[src/rtl/j1_irq_ctrl.sv]
// j1_irq_ctrl: interrupt controller for the J1 core.
// Latches rising edges on irq_src into PEND. IO registers at BASE+0/2/4/6
// (PEND W1C, MASK, CTRL, VEC) are decoded on mem_addr[15:3].
// Drives a registered one-cycle `interrupt` that never fires in a cycle
// where code_addr[12] marks an upcoming fetch.
// Optional macro IRQ_SYNC_EN: adds a 2-flop synchronizer on every irq_src line.
//
// state | meaning
// IDLE  | waiting for GIE & pending&mask & no fetch hazard
// FIRE  | interrupt high for this one cycle; GIE already auto-cleared
module j1_irq_ctrl #(
    parameter int          NSRC = 8,
    parameter logic [15:0] BASE = 16'h4000
) (
    input  logic            clk,
    input  logic            resetq,
    input  logic [NSRC-1:0] irq_src,
    input  logic [12:0]     code_addr,
    input  logic [15:0]     mem_addr,
    input  logic            io_wr,
    input  logic            io_rd,
    input  logic [15:0]     dout,
    output logic [15:0]     io_rdata,
    output logic            io_rsel,
    output logic            interrupt
);
    typedef enum logic {IDLE = 1'b0, FIRE = 1'b1} state_t;

    localparam int          PADW    = 16 - NSRC;
    localparam logic [12:0] BASE_HI = BASE[15:3];

    state_t          state_q, state_d;
    logic [NSRC-1:0] src_s;
    logic [NSRC-1:0] cur_q, prev_q;
    logic [NSRC-1:0] pend_q, pend_d;
    logic [NSRC-1:0] mask_q, mask_d;
    logic            gie_q, gie_d;
    logic [15:0]     rdata_q, rdata_d;
    logic            rsel_q, rsel_d;
    logic [NSRC-1:0] rise, act;
    logic            any_act, fire_ok, fire;
    logic            hit, wr_pend, wr_mask, wr_ctrl;
    logic [1:0]      off;
    logic [15:0]     vec, rd_mux;
    logic            unused_ok;

    assign unused_ok = &{1'b0, mem_addr[0], code_addr[11:0], dout};

`ifdef IRQ_SYNC_EN
    logic [NSRC-1:0] sync1_q, sync2_q;

    // Two-flop synchronizer for asynchronous source pins.
    always_ff @(posedge clk or negedge resetq) begin
        if (!resetq) begin
            sync1_q <= '0;
            sync2_q <= '0;
        end else begin
            sync1_q <= irq_src;
            sync2_q <= sync1_q;
        end
    end
    assign src_s = sync2_q;
`else
    assign src_s = irq_src;
`endif

    assign hit     = (mem_addr[15:3] == BASE_HI);
    assign off     = mem_addr[2:1];
    assign wr_pend = io_wr & hit & (off == 2'd0);
    assign wr_mask = io_wr & hit & (off == 2'd1);
    assign wr_ctrl = io_wr & hit & (off == 2'd2);

    assign rise    = cur_q & ~prev_q;
    assign act     = pend_q & mask_q;
    assign any_act = |act;

    // A CTRL write clearing GIE in the same cycle takes precedence over firing.
    assign fire_ok = gie_q & any_act & ~code_addr[12] & ~interrupt
                   & ~(wr_ctrl & ~dout[0]);

    // Lowest-numbered pending&enabled source, or all-ones when none.
    always_comb begin
        vec = 16'hFFFF;
        for (int i = NSRC - 1; i >= 0; i--) begin
            if (act[i]) vec = {12'd0, 4'(i)};
        end
    end

    // Register file next-state: new edges beat a simultaneous W1C.
    always_comb begin
        pend_d = (pend_q & ~(wr_pend ? dout[NSRC-1:0] : '0)) | rise;
        mask_d = wr_mask ? dout[NSRC-1:0] : mask_q;
        if (fire)         gie_d = 1'b0;
        else if (wr_ctrl) gie_d = dout[0];
        else              gie_d = gie_q;
    end

    // Fire FSM next-state.
    always_comb begin
        state_d = state_q;
        fire    = 1'b0;
        case (state_q)
            IDLE: begin
                if (fire_ok) begin
                    state_d = FIRE;
                    fire    = 1'b1;
                end
            end
            FIRE:    state_d = IDLE;
            default: state_d = IDLE;
        endcase
    end

    // Read mux and read-port next-state; misses keep the last data.
    always_comb begin
        case (off)
            2'd0:    rd_mux = {{PADW{1'b0}}, pend_q};
            2'd1:    rd_mux = {{PADW{1'b0}}, mask_q};
            2'd2:    rd_mux = {any_act, 14'd0, gie_q};
            default: rd_mux = vec;
        endcase
        rdata_d = rdata_q;
        rsel_d  = rsel_q;
        if (io_rd) begin
            rsel_d = hit;
            if (hit) rdata_d = rd_mux;
        end
    end

    // All controller state.
    always_ff @(posedge clk or negedge resetq) begin
        if (!resetq) begin
            state_q <= IDLE;
            cur_q   <= '0;
            prev_q  <= '0;
            pend_q  <= '0;
            mask_q  <= '0;
            gie_q   <= 1'b0;
            rdata_q <= 16'd0;
            rsel_q  <= 1'b0;
        end else begin
            state_q <= state_d;
            cur_q   <= src_s;
            prev_q  <= cur_q;
            pend_q  <= pend_d;
            mask_q  <= mask_d;
            gie_q   <= gie_d;
            rdata_q <= rdata_d;
            rsel_q  <= rsel_d;
        end
    end

    assign interrupt = (state_q == FIRE);
    assign io_rdata  = rdata_q;
    assign io_rsel   = rsel_q;
endmodule
[config.mk]
export PLATFORM = sky130hd
export DESIGN_NAME = j1_irq_ctrl
export DESIGN_NICKNAME = d
export VERILOG_FILES = /design/src/rtl/j1_irq_ctrl.sv
export SDC_FILE = /design/constraint.sdc
export NUM_CORES = 1
export LEC_CHECK = 0
export BUFFER_PORTS_ARGS = -buffer_cell sky130_fd_sc_hd__buf_2
export CELL_PAD_IN_SITES_DETAIL_PLACEMENT = 0
export CELL_PAD_IN_SITES_GLOBAL_PLACEMENT = 1
export CORE_MARGIN = 4
export CORE_UTILIZATION = 37
export DETAILED_ROUTE_END_ITERATION = 8
export PLACE_DENSITY = 0.77
export SYNTH_ARGS = -nofsm -noshare
export SYNTH_HDL_FRONTEND = slang
export SYNTH_SLANG_ARGS = --single-unit
[constraint.sdc]
create_clock -name clk -period 1.9 [get_ports clk]
set_clock_uncertainty 0.2 [all_clocks]
set_input_delay 0.095 -clock clk [delete_from_list [all_inputs] [get_ports clk]]
set_output_delay 0.095 -clock clk [all_outputs]
set_load 0.05 [all_outputs]
-- Word-level counts from Yosys, hierarchy flattened
Cells that the tools add are included.
- multiplexer cells: 15
- reduce and logical (&&, ||, !) cells: 4
- bitwise logic cells: 19
- eq/ne operators: 3
- operators with widths (operator ; number):
    16-bit 2-to-1 mux ; 8
    16-bit case mux with 3 select lines ; 1
    8-bit AND ; 3
    8-bit inverter ; 2
    13-bit by 12-bit equality test with 1-bit output, second input constant ; 1
    1-bit AND ; 9
    8-bit 2-to-1 mux ; 1
    8-bit OR ; 1
    8-bit OR reduction ; 1
    1-bit 2-to-1 mux ; 4
    1-bit inverter ; 4
    2-bit by 1-bit equality test with 1-bit output, second input constant ; 1
    2-bit equality test, second input constant ; 1
    2-bit logical NOT ; 1
    1-bit case mux with 2 select lines ; 1
    2-bit AND reduction ; 1
    2-bit nonzero test ; 1
- word-level logic and storage cells: 49
- flip-flop bits (word level): 51
- output and inout bits: 18
- input bits: 57

-- Depth between registers and ports, before layout
Gate-level depths: netlist of the first run.
- word-level depth: 10
- depth in mapped cells: 6
- depth with buffers taken out: 5

-- Worst setup path after synthesis of the first run
OpenSTA, ideal clock, no wires.
- kind: input to register
- start: input port mem_addr[4]
- end: register rdata_q[7] (netlist: io_rdata[7])
- path buffers: 1
- data arrival time: 1.176 ns
- stages: 5
- data required time: 1.575 ns
- setup slack: 0.399 ns
- library setup time: 0.125 ns
- cells stage by stage: nor4_1 -> and4_4 -> nand2_2 -> clkbuf_8 -> mux2_4
- longest elaborated chain between the ends: 2
- RTL lines (item ; RTL line ; RTL):
    start, declared ; 19 ; input logic [15:0] mem_addr,
    13-bit by 12-bit equality test with 1-bit output ; 67 ; assign hit = (mem_addr[15:3] == BASE_HI);
    2-bit AND reduction (no line) ; n/a ;
    end signal, assigned ; 148 ; rdata_q <= rdata_d;
    end, declared ; 38 ; logic [15:0] rdata_q, rdata_d;
Every way passes these cells.
A chain may end at the register's enable or synchronous reset.

-- Worst setup path after layout of the first run
- start: register pend_q[1]
- end: register rdata_q[6] (netlist: io_rdata[6])
- longest elaborated chain between the ends: 4
- RTL lines (item ; RTL line ; RTL):
    start, declared ; 35 ; logic [NSRC-1:0] pend_q, pend_d;
    start signal, assigned ; 145 ; pend_q <= pend_d;
    8-bit AND ; 74 ; assign act = pend_q & mask_q;
    16-bit 2-to-1 mux (2 in series) ; 85 ; if (act[i]) vec = {12'd0, 4'(i)};
    16-bit case mux with 3 select lines ; 116 ; case (off)
Every way passes these cells.

==> results of run 1 <==
==> registers in the layout, indices dropped and copies added (netlist names) <==
signal and count:
interrupt 1, prev_q 8, mask_q 8, io_rsel 1, pend_q 8, io_rdata 10
cur_q 8, gie_q 1
==> worst min-delay path, cell delays in order <==
cell and delay, ns:
buf_2 0.07, nor2_1 0.03, and3_1 0.18, o21a_1 0.10
==> power breakdown <==
group	leakage (nW)	switching, W	internal, W
registers	0.550	0.00000664	0.000974
logic	0.713	0.0000634	0.0000747
clock network	0.0585	0.000306	0.000429
==> cells in the mapped netlist, drive strengths merged <==
cell,n,area (µm²)
o21ai,12,60.1
o2111ai,1,8.76
nor3b,1,7.51
a21oi,3,15.0
a221oi,1,8.76
and4bb,1,12.5
inv,9,33.8
o21a,1,7.51
a22o,8,70.1
xor2,1,8.76
and3,2,12.5
dfrtp,45,1130
nor2b,1,6.26
nand4,2,12.5
nor2,5,18.8
clkbuf,2,17.5
buf,9,66.3
and4,1,11.3
nor4,2,12.5
nand4b,1,23.8
a22oi,4,30.0
mux2,14,161
a32oi,1,8.76
nand3,1,5.00
mux2i,9,90.1
nand2,21,81.3
==> per-layer routing <==
metal / track usage / up-vias
met5: 0 / -
met4: 0.0456 / 0
met3: 0.0305 / 5
met2: 0.205 / 31
met1: 0.173 / 640
li1: - / 693
==> logic make-up after synthesis <==
kind of cell,Yosys count,share of synthesized area
flops,45,0.587
simple gates,38,0.106
compound gates,31,0.109
mux,23,0.131
buf+inv,20,0.0614
xor+xnor,1,0.00457
==> worst max path at each step <==
stage | start | endpoint | slack, ns | cells after the start
floorplan | mem_addr[4] | io_rdata[7] | 0.40 | 5
global placement | mem_addr[4] | pend_q[7] | 0.19 | 7
CTS | pend_q[1] | io_rdata[6] | 0.20 | 5
detailed placement | mem_addr[4] | pend_q[0] | 0.18 | 7
finish | pend_q[1] | io_rdata[6] | 0.19 | 5
global route | pend_q[1] | io_rdata[4] | 0.05 | 5
==> metrics by stage <==
stage	worst slack (ns)	instances
2_1_floorplan	0.399	158
3_3_place_gp	0.190	269
3_5_place_dp	0.183	269
4_1_cts	0.197	297
5_1_grt	0.0506	297
6_report	0.185	297
==> layout make-up <==
| type | count | share of cell area |
|---|---|---|
| clock inverter | 1 | 0.0119 |
| sequential | 45 | 0.446 |
| clock buffer | 7 | 0.0342 |
| inverter | 9 | 0.0134 |
| timing repair buffer | 75 | 0.195 |
| multi-input combinational | 93 | 0.266 |
| tap | 67 | 0.0332 |
==> results.sh, run 1 <==
export IMPL_io_pins=75
export IMPL_clk_pin_slew_worst_paths_ns=0.08
export IMPL_insertion_delay_ns=0.29
export IMPL_critPathLaunchType="register"
export IMPL_cts_buffer_depth=2
export IMPL_status="finished, final reports clean"
export IMPL_cts_root_buf="clkbuf_8"
export IMPL_grt_pass1_vias=1398
export IMPL_layout_drive_gt1_share=0.343
export IMPL_fin_crit_sh=0.903
export IMPL_cts_tree="done"
export IMPL_ys_seq_area_frac=0.587
export IMPL_die_w_um=80.0
export IMPL_layout_min_cycle_time_ns=1.71
export IMPL_seqCellArea_um2=1130
export IMPL_synthCells=158
export IMPL_totalWireLength_um=3750
export IMPL_antenna_found_initial=0
export IMPL_wl_per_cell_um=12.6
export IMPL_endpoint_kind="register"
export IMPL_postCtsHoldBufs=20
export IMPL_initial_core_util=0.393
export IMPL_final_common_cell="buf_2"
export IMPL_hold_viol=0
export IMPL_tightestPinTransition_ns=0.507
export IMPL_multiInputGateArea_um2=673
export IMPL_drc=0
export IMPL_tns_ns=0
export IMPL_power_density_nw_per_um2=734
export IMPL_cts_htree_levels=2
export IMPL_synth_fp_nets=215
export IMPL_syn_area_um2=1920
export IMPL_nNetsFinal=286
export IMPL_slowest_delay_ns=0.43
export IMPL_coreArea_um2=4880
export IMPL_fp_dieH_um=80.0
export IMPL_hp_start="code_addr[12]"
export IMPL_min_to="interrupt"
export IMPL_vias=1369
export IMPL_hpwl_um=2690
export IMPL_cts_sinks=45
export IMPL_cp_buffers_inverters=0
export IMPL_critical_path_top_delay_family="compound AO/OA/AOI/OAI gates"
export IMPL_cts_setup_buffers=0
export IMPL_rsz0062_at_grt="false"
export IMPL_grt_overflow=0
export IMPL_nFillCells=459
export IMPL_r2r_start="pend_q[1]"
export IMPL_ant_nets=0
export IMPL_crit_slowest_cell="dfrtp_1"
export IMPL_vdd_ir_drop_worst_v=0.000441
export IMPL_synth_area_per_cell_um2=12.1
export IMPL_hp_class="in -> reg"
export IMPL_portBuffers=53
export IMPL_first_pass_iters=4
export IMPL_hold_ws_ns=0.0266
export IMPL_cts_buffers=5
export IMPL_cts_resized=0
export IMPL_ys_ff_latch=45
export IMPL_worstPathMaxFanout=6
export IMPL_holdPathStages=4
export IMPL_rr_endpoint="io_rdata[6]"
export IMPL_required_ns=1.94
export IMPL_die_area_um2=6400
export IMPL_arrival_ns=1.75
export IMPL_grt_pass1_wl_um=6470
export IMPL_syn_to_final_growth_pct=31.8
export IMPL_fmax_ghz=0.583
export IMPL_fin_util=0.518
export IMPL_place_area_um2=2210
export IMPL_design_area_um2=2530
export IMPL_vias_per_cell=4.61
export IMPL_path_cells="a22oi_1, and3_1, nand4_1, o21ai_0, mux2_2"
export IMPL_power_leakage_nw=1.32
export IMPL_route_met2_wl_um=1730
export IMPL_slew_viol_final=0
export IMPL_gp_congestion=0.747
export IMPL_slew_headroom=0.662
export IMPL_grt_util_all_layers=0.129
export IMPL_row_count=25
export IMPL_max_cap_violations=0
export IMPL_synth_cell_types=31
export IMPL_rr_worst_depth=5
export IMPL_wl_met3_um=201
export IMPL_crit_type="reg -> reg"
export IMPL_final_cell_mix="53 x buf_2, 45 x dfrtp_1, 20 x nand2_1, 20 x dlygate4sd3_1, 13 x mux2_2"
export IMPL_top_layer="met4"
export IMPL_initialDrtViolationCount=37
export IMPL_antenna_cells=0
export IMPL_synth_warnings=0
export IMPL_setup_viol=0
export IMPL_power_w=0.00185
export IMPL_rrSetupSlack_ns=0.19
export IMPL_grt_max_degree=24
export IMPL_wirelength_met1_um=1790
(Power assumes the default switching activity.)
==> inputs of run 2 (changes only) <==
--- a/config.mk
+++ b/config.mk
@@ -7,10 +7,11 @@
 export LEC_CHECK = 0
 export BUFFER_PORTS_ARGS = -buffer_cell sky130_fd_sc_hd__buf_2
 export CELL_PAD_IN_SITES_DETAIL_PLACEMENT = 0
-export CELL_PAD_IN_SITES_GLOBAL_PLACEMENT = 1
+export CELL_PAD_IN_SITES_GLOBAL_PLACEMENT = 2
 export CORE_MARGIN = 4
-export CORE_UTILIZATION = 37
+export CORE_UTILIZATION = 30
 export DETAILED_ROUTE_END_ITERATION = 8
+export MAX_ROUTING_LAYER = met4
 export PLACE_DENSITY = 0.77
 export SYNTH_ARGS = -nofsm -noshare
 export SYNTH_HDL_FRONTEND = slang
==> constraint.sdc (replaced) <==
create_clock -name clk -period 1.9 [get_ports clk]
set_clock_uncertainty 0.2 [all_clocks]
set_input_delay 0.095 -clock clk [delete_from_list [all_inputs] [get_ports clk]]
set_output_delay 0.095 -clock clk [all_outputs]
set_load 0.02 [all_outputs]
==> results.sh, run 2 (synthesized netlist as in run 1, its figures left out) <==
export IMPL_rr_worst_depth=5
export IMPL_crit_cells=5
export IMPL_nFillCells=586
export IMPL_multiInputGateArea_um2=678
export IMPL_cts_htree_levels=2
export IMPL_fmax_ghz=0.594
export IMPL_fp_dieH_um=87.9
export IMPL_largest_reg_flops=10
export IMPL_grt_pass1_wl_um=6560
export IMPL_insertion_delay_ns=0.29
export IMPL_grt_overflow=0
export IMPL_crit_type="reg -> reg"
export IMPL_slowest_delay_ns=0.42
export IMPL_layout_drive_gt1_share=0.352
export IMPL_ant_nets=0
export IMPL_cts_buffer_depth=2
export IMPL_coreArea_um2=6060
export IMPL_initialDrtViolationCount=17
export IMPL_antenna_found_initial=0
export IMPL_row_count=28
export IMPL_fin_util=0.415
export IMPL_place_inst=277
export IMPL_gp_congestion=0.701
export IMPL_grt_util_all_layers=0.114
export IMPL_cts_tree="done"
export IMPL_design_area_um2=2520
export IMPL_rrSetupSlack_ns=0.22
export IMPL_cts_root_buf="clkbuf_8"
export IMPL_grt_pass1_vias=1368
export IMPL_path_cells="a22oi_1, and3_1, nand4_1, o21ai_0, mux2_2"
export IMPL_max_cap_violations=0
export IMPL_grt_max_degree=24
export IMPL_cp_buffers_inverters=0
export IMPL_vias=1397
export IMPL_setup_viol=0
export IMPL_cts_setup_buffers=0
export IMPL_portBuffers=53
export IMPL_nNetsFinal=286
export IMPL_place_area_um2=2220
export IMPL_antenna_cells=0
export IMPL_rr_endpoint="io_rdata[6]"
export IMPL_initial_core_util=0.316
export IMPL_required_ns=1.94
export IMPL_seqCellArea_um2=1130
export IMPL_arrival_ns=1.72
export IMPL_first_pass_iters=3
export IMPL_slew_headroom=0.658
export IMPL_cts_buffers=5
export IMPL_hpwl_um=2850
export IMPL_hold_ws_ns=0.0160
export IMPL_hp_class="in -> reg"
export IMPL_crit_slowest_cell="dfrtp_1"
export IMPL_hold_viol=0
export IMPL_hp_start="code_addr[12]"
export IMPL_tightestPinTransition_ns=0.513
export IMPL_layout_min_cycle_time_ns=1.68
export IMPL_final_cell_count_no_fill=305
export IMPL_rsz0062_at_grt="false"
export IMPL_vdd_ir_drop_worst_v=0.000506
export IMPL_power_leakage_nw=1.31
export IMPL_r2r_start="pend_q[2]"
export IMPL_holdPathStages=4
export IMPL_critical_path_top_delay_family="flip-flops"
export IMPL_syn_to_final_growth_pct=31.3
export IMPL_clk_pin_slew_worst_paths_ns=0.08
export IMPL_status="finished, final reports clean"
export IMPL_vias_per_cell=4.58
export IMPL_die_area_um2=7730
export IMPL_drc=0
export IMPL_io_pins=75
export IMPL_totalWireLength_um=3790
export IMPL_fin_crit_sh=0.886
export IMPL_wl_per_cell_um=12.4
export IMPL_critPathLaunchType="register"
export IMPL_die_w_um=87.9
export IMPL_min_to="interrupt"
export IMPL_slew_viol_final=0
export IMPL_final_common_cell="buf_2"
export IMPL_cts_sinks=45
export IMPL_worstPathMaxFanout=6
export IMPL_tns_ns=0
export IMPL_final_cell_mix="53 x buf_2, 45 x dfrtp_1, 20 x nand2_1, 20 x dlygate4sd3_1, 13 x mux2_2"
export IMPL_power_density_nw_per_um2=673
export IMPL_endpoint_kind="register"
run 2: changes by cell type in the layout (fill, tap and decap cells not counted), sizes merged:
cell    change
clkbuf      -2
clkinv      +3
bufinv      -1
run 2: worst max path at each step:
| stage | startpoint | to | slack [ns] |
|---|---|---|---|
| floorplan | mem_addr[4] | io_rdata[7] | 0.40 |
| global placement | pend_q[1] | io_rdata[5] | 0.18 |
| finish | pend_q[2] | io_rdata[6] | 0.22 |
| CTS | pend_q[1] | io_rdata[5] | 0.15 |
| global route | pend_q[3] | io_rdata[5] | 0.04 |
| detailed placement | pend_q[1] | io_rdata[5] | 0.17 |
run 2: worst register-to-register path, stage by stage, from the launching register on:
cell and delay [ns]:
dfrtp_1 0.42, a22oi_1 0.24, and3_1 0.21, nand4_1 0.20
o21ai_0 0.17, mux2_2 0.18
run 2: stage by stage:
step / setup WS [ns] / total power [W]
floorplan: 0.399 / 0.00104
global route: 0.0361 / 0.00179
global placement: 0.178 / 0.00111
finish: 0.216 / 0.00169
detailed placement: 0.174 / 0.00111
CTS: 0.151 / 0.00173
run 2: cell type report:
cell class	instances	share of cell area
sequential	45	0.448
multi-input combinational	93	0.270
timing repair buffer	75	0.196
tap	75	0.0373
clock buffer	5	0.0273
inverter	9	0.0134
clock inverter	3	0.00895
run 2: repair_timing:
item,4_1_cts,5_1_grt
hold buffers,20,0
resized for setup,0,1
endpoints found under the hold margin,73,0
endpoints found under the setup margin,0,2
run 2: layer usage:
layer,global-route usage,vias up,share of wire
li1,-,696,-
met1,0.150,662,0.46
met5,-,-,0
met4,0.0418,0,0.016
met2,0.168,31,0.46
met3,0.0292,8,0.059
run 2: report_power, final:
group	total, W	internal, W	switching (W)
combinational	0.000136	0.0000746	0.0000618
clock	0.000575	0.000261	0.000314
sequential	0.000981	0.000974	0.00000669
total	0.00169	0.00131	0.000383
==> inputs of run 3 (changes only) <==
--- a/config.mk
+++ b/config.mk
@@ -8,8 +8,10 @@
 export BUFFER_PORTS_ARGS = -buffer_cell sky130_fd_sc_hd__buf_2
 export CELL_PAD_IN_SITES_DETAIL_PLACEMENT = 0
 export CELL_PAD_IN_SITES_GLOBAL_PLACEMENT = 2
+export CORE_ASPECT_RATIO = 0.6
 export CORE_MARGIN = 4
 export CORE_UTILIZATION = 30
+export CTS_BUF_LIST = sky130_fd_sc_hd__clkbuf_8 sky130_fd_sc_hd__clkbuf_16
 export DETAILED_ROUTE_END_ITERATION = 8
 export MAX_ROUTING_LAYER = met4
 export PLACE_DENSITY = 0.77
==> constraint.sdc (replaced) <==
create_clock -name clk -period 1.9 [get_ports clk]
set_clock_uncertainty 0.2 [all_clocks]
set_input_delay 0.095 -clock clk [delete_from_list [all_inputs] [get_ports clk]]
set_output_delay 0.095 -clock clk [all_outputs]
set_load 0.1 [all_outputs]
==> results.sh, run 3 (synthesized netlist as in run 1, its figures left out) <==
export IMPL_required_ns=1.94
export IMPL_status="finished, final reports clean"
export IMPL_rrSetupSlack_ns=0.21
export IMPL_portBuffers=53
export IMPL_p_int_w=0.00148
export IMPL_insertion_delay_ns=0.30
export IMPL_power_frac_comb=0.076
export IMPL_cts_tree="done"
export IMPL_hpwl_um=3060
export IMPL_rsz0062_at_grt="false"
export IMPL_ant_nets=0
export IMPL_seqCellArea_um2=1130
export IMPL_power_density_nw_per_um2=731
export IMPL_die_w_um=111
export IMPL_vias_per_cell=4.45
export IMPL_critPathLaunch="pend_q[0]"
export IMPL_max_cap_violations=0
export IMPL_antenna_found_initial=0
export IMPL_multiInputGateArea_um2=683
export IMPL_hp_class="in -> reg"
export IMPL_place_inst=289
export IMPL_wl_per_cell_um=13.3
export IMPL_io_pins=75
export IMPL_critPathLaunchType="register"
export IMPL_power_leakage_nw=1.33
export IMPL_layout_drive_gt1_share=0.369
export IMPL_layout_min_cycle_time_ns=1.69
export IMPL_endpoint_kind="register"
export IMPL_use_met1=0.170
export IMPL_power_switching_fraction=0.215
export IMPL_first_pass_iters=4
export IMPL_grt_pass1_vias=1373
export IMPL_nFillCells=616
export IMPL_cts_buffers=5
export IMPL_tightestPinTransition_ns=0.496
export IMPL_grtUsageMet3=0.0407
export IMPL_largest_reg_flops=10
export IMPL_cts_root_buf="clkbuf_8"
export IMPL_slew_headroom=0.672
export IMPL_cts_buffer_depth=2
export IMPL_crit_type="reg -> reg"
export IMPL_place_area_um2=2240
export IMPL_vias=1410
export IMPL_crit_slowest_cell="dfrtp_1"
export IMPL_die_area_um2=7770
export IMPL_cts_setup_buffers=0
export IMPL_row_count=22
export IMPL_slowest_delay_ns=0.44
export IMPL_fmax_ghz=0.592
export IMPL_initialDrtViolationCount=53
export IMPL_p_sw_w=0.000405
export IMPL_grt_util_all_layers=0.120
export IMPL_busiest_layer="met1"
export IMPL_vdd_ir_drop_worst_v=0.000399
export IMPL_design_area_um2=2570
export IMPL_drc=0
export IMPL_clkPwrFrac=0.402
export IMPL_final_cell_count_no_fill=317
export IMPL_grt_pass1_wl_um=7230
export IMPL_crit_path_end="io_rdata[4]"
export IMPL_arrival_ns=1.73
export IMPL_coreArea_um2=6170
export IMPL_rr_worst_depth=5
export IMPL_nNetsFinal=289
export IMPL_fin_util=0.417
export IMPL_slew_viol_final=0
export IMPL_setup_viol=0
export IMPL_fin_crit_sh=0.890
export IMPL_final_common_cell="buf_2"
export IMPL_tns_ns=0
export IMPL_final_cell_mix="53 x buf_2, 44 x dfrtp_1, 20 x nand2_1, 20 x dlygate4sd3_1, 13 x mux2_2"
export IMPL_cts_sinks=45
export IMPL_r2r_start="pend_q[0]"
export IMPL_clk_pin_slew_worst_paths_ns=0.09
export IMPL_fp_dieH_um=69.9
export IMPL_worstPathMaxFanout=6
export IMPL_critical_path_top_delay_family="simple AND/OR/NAND/NOR gates"
export IMPL_path_cells="a22oi_2, and3_1, nand4_1, o21ai_1, mux2_2"
export IMPL_crit_cells=5
export IMPL_antenna_cells=0
export IMPL_cp_buffers_inverters=0
export IMPL_gp_congestion=0.684
export IMPL_rr_endpoint="io_rdata[4]"
export IMPL_cts_htree_levels=2
export IMPL_totalWireLength_um=4230
export IMPL_grt_overflow=0
export IMPL_grt_max_degree=21
export IMPL_met2_usage=0.160
export IMPL_syn_to_final_growth_pct=34.2
export IMPL_initial_core_util=0.311
export IMPL_seq_power_share=0.522
export IMPL_hold_viol=0
[run 3: cell types whose count changed in the layout (fill, tap and decap cells not counted), moves of 2 or more]
cell      change
o21ai_1       +4
buf_4         +4
o21ai_0       -4
clkinv_4      -2
[run 3: layout make-up]
| class | instances | area share |
|---|---|---|
| repair buffers | 78 | 0.196 |
| clock buffers | 6 | 0.0321 |
| inverters | 9 | 0.0131 |
| flip-flops and latches | 45 | 0.438 |
| clock inverters | 2 | 0.0146 |
| well taps | 84 | 0.0409 |
| multi-input cells | 93 | 0.266 |
[run 3: worst min-delay path, cell delays in order]
cell and delay [ns]:
buf_2 0.07, nor2_1 0.03, and3_1 0.19, o21a_1 0.10
[run 3: metrics by stage]
step / worst slack, ns / hold WS (ns) / power (W)
floorplan: 0.182 / -0.401 / 0.00104
detailed placement: 0.119 / -0.122 / 0.00111
global placement: 0.115 / -0.126 / 0.00111
CTS: 0.149 / 0.00644 / 0.00191
finish: 0.210 / 0.0192 / 0.00188
global route: 0.00718 / 0.0361 / 0.00198
[run 3: power groups by stage]
stage / Clock [W] / Sequential [W] / Combinational, W
6_report: 0.000757 / 0.000981 / 0.000143
2_1_floorplan: 0 / 0.00100 / 0.0000385
3_5_place_dp: 0 / 0.00100 / 0.000112
5_1_grt: 0.000827 / 0.000985 / 0.000163
4_1_cts: 0.000784 / 0.000982 / 0.000144
3_3_place_gp: 0 / 0.00100 / 0.000111
[run 3: what timing repair did]
| item | CTS | global route |
|---|---|---|
| hold buffers | 20 | 0 |
| resized for setup | 0 | 7 |
| setup endpoints to repair | 0 | 5 |
| hold endpoints to repair | 73 | 0 |
[run 3: worst min-delay path by stage]
stage                        from        end  slack (ns)  depth (start not counted)
finish              code_addr[12]  interrupt        0.02                          4
detailed placement         resetq   cur_q[4]       -0.12                          1
floorplan                  resetq   cur_q[0]       -0.40                          0
global placement           resetq   cur_q[4]       -0.13                          1
CTS                 code_addr[12]  interrupt       0.006                          4
global route        code_addr[12]  interrupt        0.04                          4
[run 3: layer usage]
layer,wire length (µm),vias up,part of all wire
met1,2240,656,0.53
met4,44,0,0.010
met5,0,-,0
met3,253,7,0.060
met2,1690,40,0.40
li1,-,707,-
